**src/rtl/display_pkg.sv**
```systemverilog
// Shared video timing constants: coordinate width and standard mode sets.
package display_pkg;

  localparam int unsigned COORD_W = 16;
  localparam int unsigned TW      = 16;

  typedef struct packed {
    logic [TW-1:0] h_res;
    logic [TW-1:0] h_fp;
    logic [TW-1:0] h_sync;
    logic [TW-1:0] h_bp;
    logic [TW-1:0] v_res;
    logic [TW-1:0] v_fp;
    logic [TW-1:0] v_sync;
    logic [TW-1:0] v_bp;
    logic          h_pol;
    logic          v_pol;
  } timing_t;

  localparam timing_t MODE_640X480_60 = '{
    h_res: TW'(640),  h_fp: TW'(16),  h_sync: TW'(96), h_bp: TW'(48),
    v_res: TW'(480),  v_fp: TW'(10),  v_sync: TW'(2),  v_bp: TW'(33),
    h_pol: 1'b0,      v_pol: 1'b0
  };

  localparam timing_t MODE_1280X720_60 = '{
    h_res: TW'(1280), h_fp: TW'(110), h_sync: TW'(40), h_bp: TW'(220),
    v_res: TW'(720),  v_fp: TW'(5),   v_sync: TW'(5),  v_bp: TW'(20),
    h_pol: 1'b1,      v_pol: 1'b1
  };

endpackage

```
**src/rtl/signed_wrap_counter.sv**
```systemverilog
// Signed counter running MIN..MAX; o_wrap flags that the count currently sits at MAX.
module signed_wrap_counter #(
  parameter int unsigned             CORDW = 16,
  parameter logic signed [CORDW-1:0] MIN   = '0,
  parameter logic signed [CORDW-1:0] MAX   = '1
) (
  input  logic                    i_clk,
  input  logic                    i_rst,
  input  logic                    i_en,
  output logic signed [CORDW-1:0] o_cnt,
  output logic                    o_wrap
);

  logic signed [CORDW-1:0] cnt_next;

  always_comb begin
    cnt_next = o_cnt;
    if (i_en) cnt_next = (o_cnt == MAX) ? MIN : o_cnt + CORDW'(1);
  end

  // o_wrap is registered from the next count so it lines up with o_cnt
  always_ff @(posedge i_clk or posedge i_rst) begin
    if (i_rst) begin
      o_cnt  <= MIN;
      o_wrap <= (MIN == MAX);
    end else begin
      o_cnt  <= cnt_next;
      o_wrap <= (cnt_next == MAX);
    end
  end

endmodule

```
**src/rtl/display_timings_gen.sv**
```systemverilog
// Raster scan generator: signed coordinates with negative blanking, syncs, DE and strobes.
module display_timings_gen
  import display_pkg::*;
#(
  parameter int unsigned CORDW  = COORD_W,
  parameter int unsigned H_RES  = 32'(MODE_640X480_60.h_res),
  parameter int unsigned V_RES  = 32'(MODE_640X480_60.v_res),
  parameter int unsigned H_FP   = 32'(MODE_640X480_60.h_fp),
  parameter int unsigned H_SYNC = 32'(MODE_640X480_60.h_sync),
  parameter int unsigned H_BP   = 32'(MODE_640X480_60.h_bp),
  parameter int unsigned V_FP   = 32'(MODE_640X480_60.v_fp),
  parameter int unsigned V_SYNC = 32'(MODE_640X480_60.v_sync),
  parameter int unsigned V_BP   = 32'(MODE_640X480_60.v_bp),
  parameter logic        H_POL  = MODE_640X480_60.h_pol,
  parameter logic        V_POL  = MODE_640X480_60.v_pol
) (
  input  logic                    i_clk,
  input  logic                    i_rst,
  output logic                    o_hs,
  output logic                    o_vs,
  output logic                    o_de,
  output logic                    o_frame,
  output logic                    o_line,
  output logic signed [CORDW-1:0] o_sx,
  output logic signed [CORDW-1:0] o_sy
);

  localparam int H_STA_I  = -int'(H_FP + H_SYNC + H_BP);
  localparam int HS_STA_I = H_STA_I + int'(H_FP);
  localparam int HS_END_I = HS_STA_I + int'(H_SYNC);
  localparam int H_END_I  = int'(H_RES) - 1;
  localparam int V_STA_I  = -int'(V_FP + V_SYNC + V_BP);
  localparam int VS_STA_I = V_STA_I + int'(V_FP);
  localparam int VS_END_I = VS_STA_I + int'(V_SYNC);
  localparam int V_END_I  = int'(V_RES) - 1;
  localparam int LIM      = 2 ** (CORDW - 1);

  if (H_STA_I < -LIM || H_END_I >= LIM || V_STA_I < -LIM || V_END_I >= LIM) begin : g_range_err
    $fatal(1, "display_timings_gen: timing range does not fit in CORDW bits");
  end

  localparam logic signed [CORDW-1:0] H_STA  = CORDW'(H_STA_I);
  localparam logic signed [CORDW-1:0] HS_STA = CORDW'(HS_STA_I);
  localparam logic signed [CORDW-1:0] HS_END = CORDW'(HS_END_I);
  localparam logic signed [CORDW-1:0] H_END  = CORDW'(H_END_I);
  localparam logic signed [CORDW-1:0] V_STA  = CORDW'(V_STA_I);
  localparam logic signed [CORDW-1:0] VS_STA = CORDW'(VS_STA_I);
  localparam logic signed [CORDW-1:0] VS_END = CORDW'(VS_END_I);
  localparam logic signed [CORDW-1:0] V_END  = CORDW'(V_END_I);

  logic                    x_wrap;
  logic                    y_wrap;
  logic signed [CORDW-1:0] sx_n;
  logic signed [CORDW-1:0] sy_n;

  signed_wrap_counter #(.CORDW(CORDW), .MIN(H_STA), .MAX(H_END)) u_x (
    .i_clk  (i_clk),
    .i_rst  (i_rst),
    .i_en   (1'b1),
    .o_cnt  (o_sx),
    .o_wrap (x_wrap)
  );

  signed_wrap_counter #(.CORDW(CORDW), .MIN(V_STA), .MAX(V_END)) u_y (
    .i_clk  (i_clk),
    .i_rst  (i_rst),
    .i_en   (x_wrap),
    .o_cnt  (o_sy),
    .o_wrap (y_wrap)
  );

  // Next-state coordinates, so decoded flags land in the same cycle as o_sx/o_sy
  always_comb begin
    sx_n = x_wrap ? H_STA : o_sx + CORDW'(1);
    sy_n = o_sy;
    if (x_wrap) sy_n = y_wrap ? V_STA : o_sy + CORDW'(1);
  end

  always_ff @(posedge i_clk or posedge i_rst) begin
    if (i_rst) begin
      o_hs    <= ~H_POL;
      o_vs    <= ~V_POL;
      o_de    <= 1'b0;
      o_line  <= 1'b0;
      o_frame <= 1'b0;
    end else begin
      o_hs    <= (sx_n >= HS_STA && sx_n < HS_END) ? H_POL : ~H_POL;
      o_vs    <= (sy_n >= VS_STA && sy_n < VS_END) ? V_POL : ~V_POL;
      o_de    <= !sx_n[CORDW-1] && !sy_n[CORDW-1];
      o_line  <= (sx_n == H_STA);
      o_frame <= (sx_n == H_STA) && (sy_n == V_STA);
    end
  end

endmodule

```
**config.mk**
```make
export PLATFORM = sky130hd
export DESIGN_NAME = display_timings_gen
export DESIGN_NICKNAME = d
export VERILOG_FILES = /design/src/rtl/display_pkg.sv /design/src/rtl/signed_wrap_counter.sv /design/src/rtl/display_timings_gen.sv
export SDC_FILE = /design/constraint.sdc
export NUM_CORES = 1
export LEC_CHECK = 0
export ABC_AREA = 1
export CAP_MARGIN = 25
export CORE_ASPECT_RATIO = 0.7
export CORE_MARGIN = 2
export CORE_UTILIZATION = 60
export CTS_BUF_LIST = sky130_fd_sc_hd__clkbuf_8
export DETAILED_ROUTE_END_ITERATION = 12
export DONT_BUFFER_PORTS = 1
export HOLD_SLACK_MARGIN = 0.15
export PLACE_DENSITY = 0.85
export SLEW_MARGIN = 15
export SYNTH_ARGS = -nofsm -noshare
export SYNTH_HDL_FRONTEND = slang
export SYNTH_SLANG_ARGS = --single-unit
```
**constraint.sdc**
```tcl
create_clock -name i_clk -period 2.1 [get_ports i_clk]
set_clock_uncertainty 0.2 [all_clocks]
set_input_delay 0.42 -clock i_clk [delete_from_list [all_inputs] [get_ports i_clk]]
set_output_delay 0.42 -clock i_clk [all_outputs]
set_load 0.01 [all_outputs]
```
; Yosys cells after proc, flatten, opt, wreduce, memory -nomap -nowiden
; Index checks and enable logic that the tools add are counted.
[totals]
elab_cells = 35
regBits = 39
out_inout_bits = 37
input_bits = 2
[op_classes]
n_eq_ne = 6
add_sub_neg = 2
reduce_logical = 6
order_cmp = 4
mux = 8
[op_table]
columns = cell, n
row1 = 16-bit 2-to-1 mux, 6
row2 = 16-bit by 2-bit adder with 16-bit output (second input constant), 2
row3 = 16-bit by 10-bit equality test with 1-bit output (second input constant), 2
row4 = 16-bit by 11-bit equality test with 1-bit output (second input constant), 2
row5 = 16-bit by 7-bit < comparator with 1-bit output (second input constant), 2
row6 = 16-bit by 7-bit equality test with 1-bit output (second input constant), 1
row7 = 16-bit by 9-bit equality test with 1-bit output (second input constant), 1
row8 = 16-bit by 7-bit >= comparator with 1-bit output (second input constant), 1
row9 = 16-bit by 9-bit >= comparator with 1-bit output (second input constant), 1
row10 = 1-bit logical AND, 4
row11 = 1-bit logical NOT, 2
row12 = 1-bit 2-to-1 mux, 2

; Longest topological paths before layout
[logic_depth]
ltp_word = 6
mapped_depth = 12
ltp_nobuf = 12

; Modules after synthesis
; From an unflattened synthesis, not the netlist that was laid out.
[hier_totals]
cells_unflattened = 531
area_unflattened_um2 = 3430.8
[modules_own_cells]
columns = module, area_per_inst_um2, seq_area_each_um2, cells_per_inst, instances
row1 = display_timings_gen, 1216.2, 127.6, 222, 1
row2 = signed_wrap_counter (u_y), 1109.8, 441.7, 157, 1
row3 = signed_wrap_counter (u_x), 1104.8, 437.9, 152, 1

; Worst setup path after synthesis
; Ideal clock, no wire load.
[synth_path]
kind = register -> register
from = register u_y.o_cnt[0]
to = register o_frame
slack_ns = 0.137
path_buffers = 0
period_less_slack_ns = 1.963
t_arrival_ns = 1.694
path_stages_with_launch = 13
path_cell_list = dfstp_2 -> ha_1 -> nand3_2 -> nor2_4 -> nand2_1 -> nand2_1 -> nand2_1 -> nand2_1 -> nand2_1 -> nor2_2 -> and2_1 -> nand2_1 -> nor2_2
[synth_via]
elab_chain_len = 5
[synth_lines]
columns = element, line
row1 = "start, declared", signed_wrap_counter.sv:10  ; output logic signed [CORDW-1:0] o_cnt,
row2 = "start signal, assigned", signed_wrap_counter.sv:27  ; o_cnt <= cnt_next;
row3 = 16-bit by 2-bit adder with 16-bit output, display_timings_gen.sv:76  ; if (x_wrap) sy_n = y_wrap ? V_STA : o_sy + CORDW'(1);
row4 = 16-bit 2-to-1 mux, display_timings_gen.sv:76
row5 = 16-bit 2-to-1 mux *, display_timings_gen.sv:76
row6 = 16-bit by 7-bit equality test with 1-bit output *, display_timings_gen.sv:91  ; o_frame <= (sx_n == H_STA) && (sy_n == V_STA);
row7 = 1-bit logical AND *, display_timings_gen.sv:91
row8 = "end signal, assigned", display_timings_gen.sv:91
row9 = "end, declared", display_timings_gen.sv:22  ; output logic o_frame,
; Every way passes the cells marked *; elsewhere a longest branch is shown, timed or not.

; Worst setup path after layout
[layout_path]
from = register u_y.o_cnt[0]
to = register u_y.o_wrap
[layout_via]
elab_chain_len = 4
word_cells_on_any_way = 5
[layout_lines]
columns = element, line
row1 = 16-bit by 2-bit adder with 16-bit output or 16-bit by 10-bit equality test with 1-bit output (tied branches), signed_wrap_counter.sv:18  ; if (i_en) cnt_next = (o_cnt == MAX) ? MIN : o_cnt + CORDW'(1);
row2 = 16-bit 2-to-1 mux, signed_wrap_counter.sv:18
row3 = 16-bit 2-to-1 mux *, signed_wrap_counter.sv:18
row4 = via u_y.cnt_next[0], signed_wrap_counter.sv:14  ; logic signed [CORDW-1:0] cnt_next;
row5 = 16-bit by 10-bit equality test with 1-bit output *, signed_wrap_counter.sv:28  ; o_wrap <= (cnt_next == MAX);
row6 = "end signal, assigned", signed_wrap_counter.sv:25  ; o_wrap <= (MIN == MAX);
row7 = "end signal, assigned", signed_wrap_counter.sv:28
row8 = "end, declared", signed_wrap_counter.sv:11  ; output logic o_wrap
; The timed path passes the listed nets; every way through them passes the cells marked *.

==> metrics <==
reg2reg setup slack=-0.0006 ns; final setup fails=1; final hold vios=0; initial antenna violation count=0; Final #Nets=426; IO Count=39; crit path DAT=2.13 ns; Synth top cells by count=100 x nand2_1, 54 x inv_1, 43 x nor2_1; Post-Syn Nets=385; Post-synth ARST share=100%; worst r2r src=u_y.o_cnt[0]; Hold WC Path Type=reg2reg; RR Endpoint=u_y.o_wrap; first-pass GRT wire length=11800 um; Final Cycle Share=100%; layout cells sized above 1=31.4%; Worst Setup EP=u_y.o_wrap; Peak VDD IR=0.000444 V; Setup CP Type=reg2reg; Max clock buf depth=2; Die Wd=84.1 um; Port Buffers=0; fin crit period=2.10 ns; Overflow after GRT=0; Placer Congestion=1.02; final setup margin=-0.000569 ns; Final Util=76.4%; Slew Limit Fails=0; Routed Antenna Nets=0; Post-Route WL=7460 um; Leak=1.57 nW; Slew HR=67.8%; Synth cell types=33; Post-synth EDFFs=0; Worst-Margin Slew=0.482 ns; Worst Path Required=2.13 ns; DRT iter0 DRCs=389; Post-Synthesis Cells=381; Fillers=336; Layout area overhead=22.7%; antenna diode instance count=0; Cell Pwr Density=432 nW/um2; share of the synthesized area in the top cell type=24.4%; Clock Tree Root=clkbuf_8; synth top area cells=dfstp_2 24%, nand2_1 14%, dfrtp_1 13%; hold path depth=2; starting density of the core=62.3%; clk sink count=39; htree depth=2; unrepaired setup endpoints after global routing=yes; vias in the first global route=2488; standard-cell rows=20; worst setup path start=u_y.o_cnt[0]; drt via density=5.79; clock slew at reported path FFs=0.08 ns; max incr delay on CP=0.56 ns; YS warnings=0; Pre-Repair DR Iteration Count=5; Die ar.=5060 um2; DR DRC count=0; R2R cell count=12; Seq/Total Area, Yosys=37.3%; Slowest cell on crit path=dfstp_2; Avg WL per Cell=15.6 um; status=complete, but fails checks; CTS tree=yes; power after layout=1.43 mW; startpoint types=flop; aggregate global-route resource usage=30.3%; die height=60.1 um; failing checks=negative setup slack; critical-path cell list=ha_2, nand4_1, nor2_1, nand2_1, buf_4, nand3_1, nand2_1, inv_1, nand2_1, nor2_1, nand3_1, nor2_1; fmax=476 MHz; max cap viols=0; CP Capture Type=flop; cell with the most instances after synthesis=nand2_1; prevailing post-synth register cell=dfstp_2; CTS buffer count=5; post-synthesis register bit count=39; syn avg cell area=7.08 um2; DP HPWL=5710 um; largest net degree at the start of global routing=40; vias after detailed routing=2768; Worst Path Max Fanout=3; Core ar.=4330 um2; post-synth top area cell=dfstp_2; Clock Latency Late Sink=0.30 ns; synthesized cell area=2700 um2
[repair_timing]
item	CTS	global route
hold endpoints to repair	14	0
setup endpoints to repair	3	6
hold buffers	1	0
gates resized for setup	9	32
buffers inserted	1	1
pin swaps	4	9
[final cells by class]
cell class	instances	area, um2	area share, %
clock buffer	6	82.6	2.50
clock inverter	2	35.0	1.06
inverter	57	216	6.54
multi-input combinational	281	1590	48.1
sequential	39	1010	30.5
tap	55	68.8	2.08
timing repair buffer	38	308	9.30
[sequential cells by signal, indices dropped and copies added (netlist names)]
| name | cells |
|---|---|
| o_de | 1 |
| o_frame | 1 |
| o_hs | 1 |
| o_line | 1 |
| o_vs | 1 |
| u_x.o_cnt | 16 |
| u_x.o_wrap | 1 |
| u_y.o_cnt | 16 |
| u_y.o_wrap | 1 |
[power breakdown]
part	internal (mW)	switching, mW
Sequential	0.753	0
Clock	0.385	0.275
Combinational	0.00260	0.0142
[cells by family (layout without fill, tap and decap cells)]
| family | Yosys count | count (layout) | synth area share (%) |
|---|---|---|---|
| AO/OA/AOI/OAI | 30 | 30 | 6.03 |
| buffers and inverters | 61 | 103 | 8.95 |
| flip-flops | 39 | 39 | 37.3 |
| XOR/XNOR | 9 | 9 | 3.62 |
| AND/OR/NAND/NOR | 240 | 240 | 43.1 |
| adder cells (fa/ha/maj) | 2 | 2 | 0.927 |
[layout by cell type (no fill, tap or decap), types with 2 or more instances in the layout]
master | synthesis | routed
inv_2 | 3 | 5
xor2_2 | 0 | 2
clkbuf_8 | 0 | 6
nand2_4 | 1 | 2
dfstp_2 | 25 | 25
nand3_4 | 0 | 3
nor2_2 | 11 | 13
o21ai_0 | 13 | 10
o22ai_1 | 7 | 6
dfrtp_1 | 14 | 13
nor3_1 | 7 | 4
nand3_1 | 35 | 32
nand2_2 | 6 | 9
nor3_2 | 0 | 3
nand4_1 | 18 | 18
o21ai_1 | 3 | 6
ha_2 | 0 | 2
xor2_1 | 6 | 4
nor2_1 | 43 | 37
inv_1 | 54 | 51
buf_4 | 1 | 34
buf_6 | 1 | 2
or2_2 | 2 | 2
and2_1 | 3 | 3
a21oi_1 | 6 | 6
nand2_1 | 100 | 96
nand3_2 | 4 | 4
nor2_4 | 5 | 9
[worst max-delay path: cells and delay by family (launching register included)]
family	cells	cell delay, ns
flops	1	0.56
simple gates	9	0.81
buf+inv	2	0.23
fa+ha+maj	1	0.22
[through the flow]
step	setup TNS [ns]	area, um2	setup slack (ns)	std cells	hold WS [ns]
floorplan	0	2700	0.137	381	0.329
detailed placement	-0.0863	3010	-0.0645	467	0.258
global route	-0.262	3310	-0.115	478	0.423
finish	-0.000569	3310	-0.000569	478	0.363
global placement	-0.0278	3010	-0.0278	467	0.254
CTS	0	3170	0.0141	477	0.364
[how the worst min path moves through the flow]
stage                             start             to  slack [ns]
after global routing      u_x.o_cnt[14]  u_x.o_cnt[14]        0.42
after detailed placement          i_rst   u_x.o_cnt[2]        0.26
after CTS                 u_x.o_cnt[11]  u_x.o_cnt[11]        0.36
final                     u_x.o_cnt[11]  u_x.o_cnt[11]        0.36
after floorplan           u_x.o_cnt[14]  u_x.o_cnt[14]        0.33
after global placement            i_rst   u_x.o_cnt[0]        0.25
[layer usage]
| metal | track usage [%] | up-vias | routed length [um] |
|---|---|---|---|
| met1 | 43.8 | 1298 | 3310 |
| met2 | 45.0 | 145 | 3250 |
| met5 | 0 | - | 0 |
| met3 | 8.56 | 17 | 783 |
| li1 | - | 1308 | - |
| met4 | 7.60 | 0 | 121 |
No activity file was read; power rests on OpenSTA's default activity.
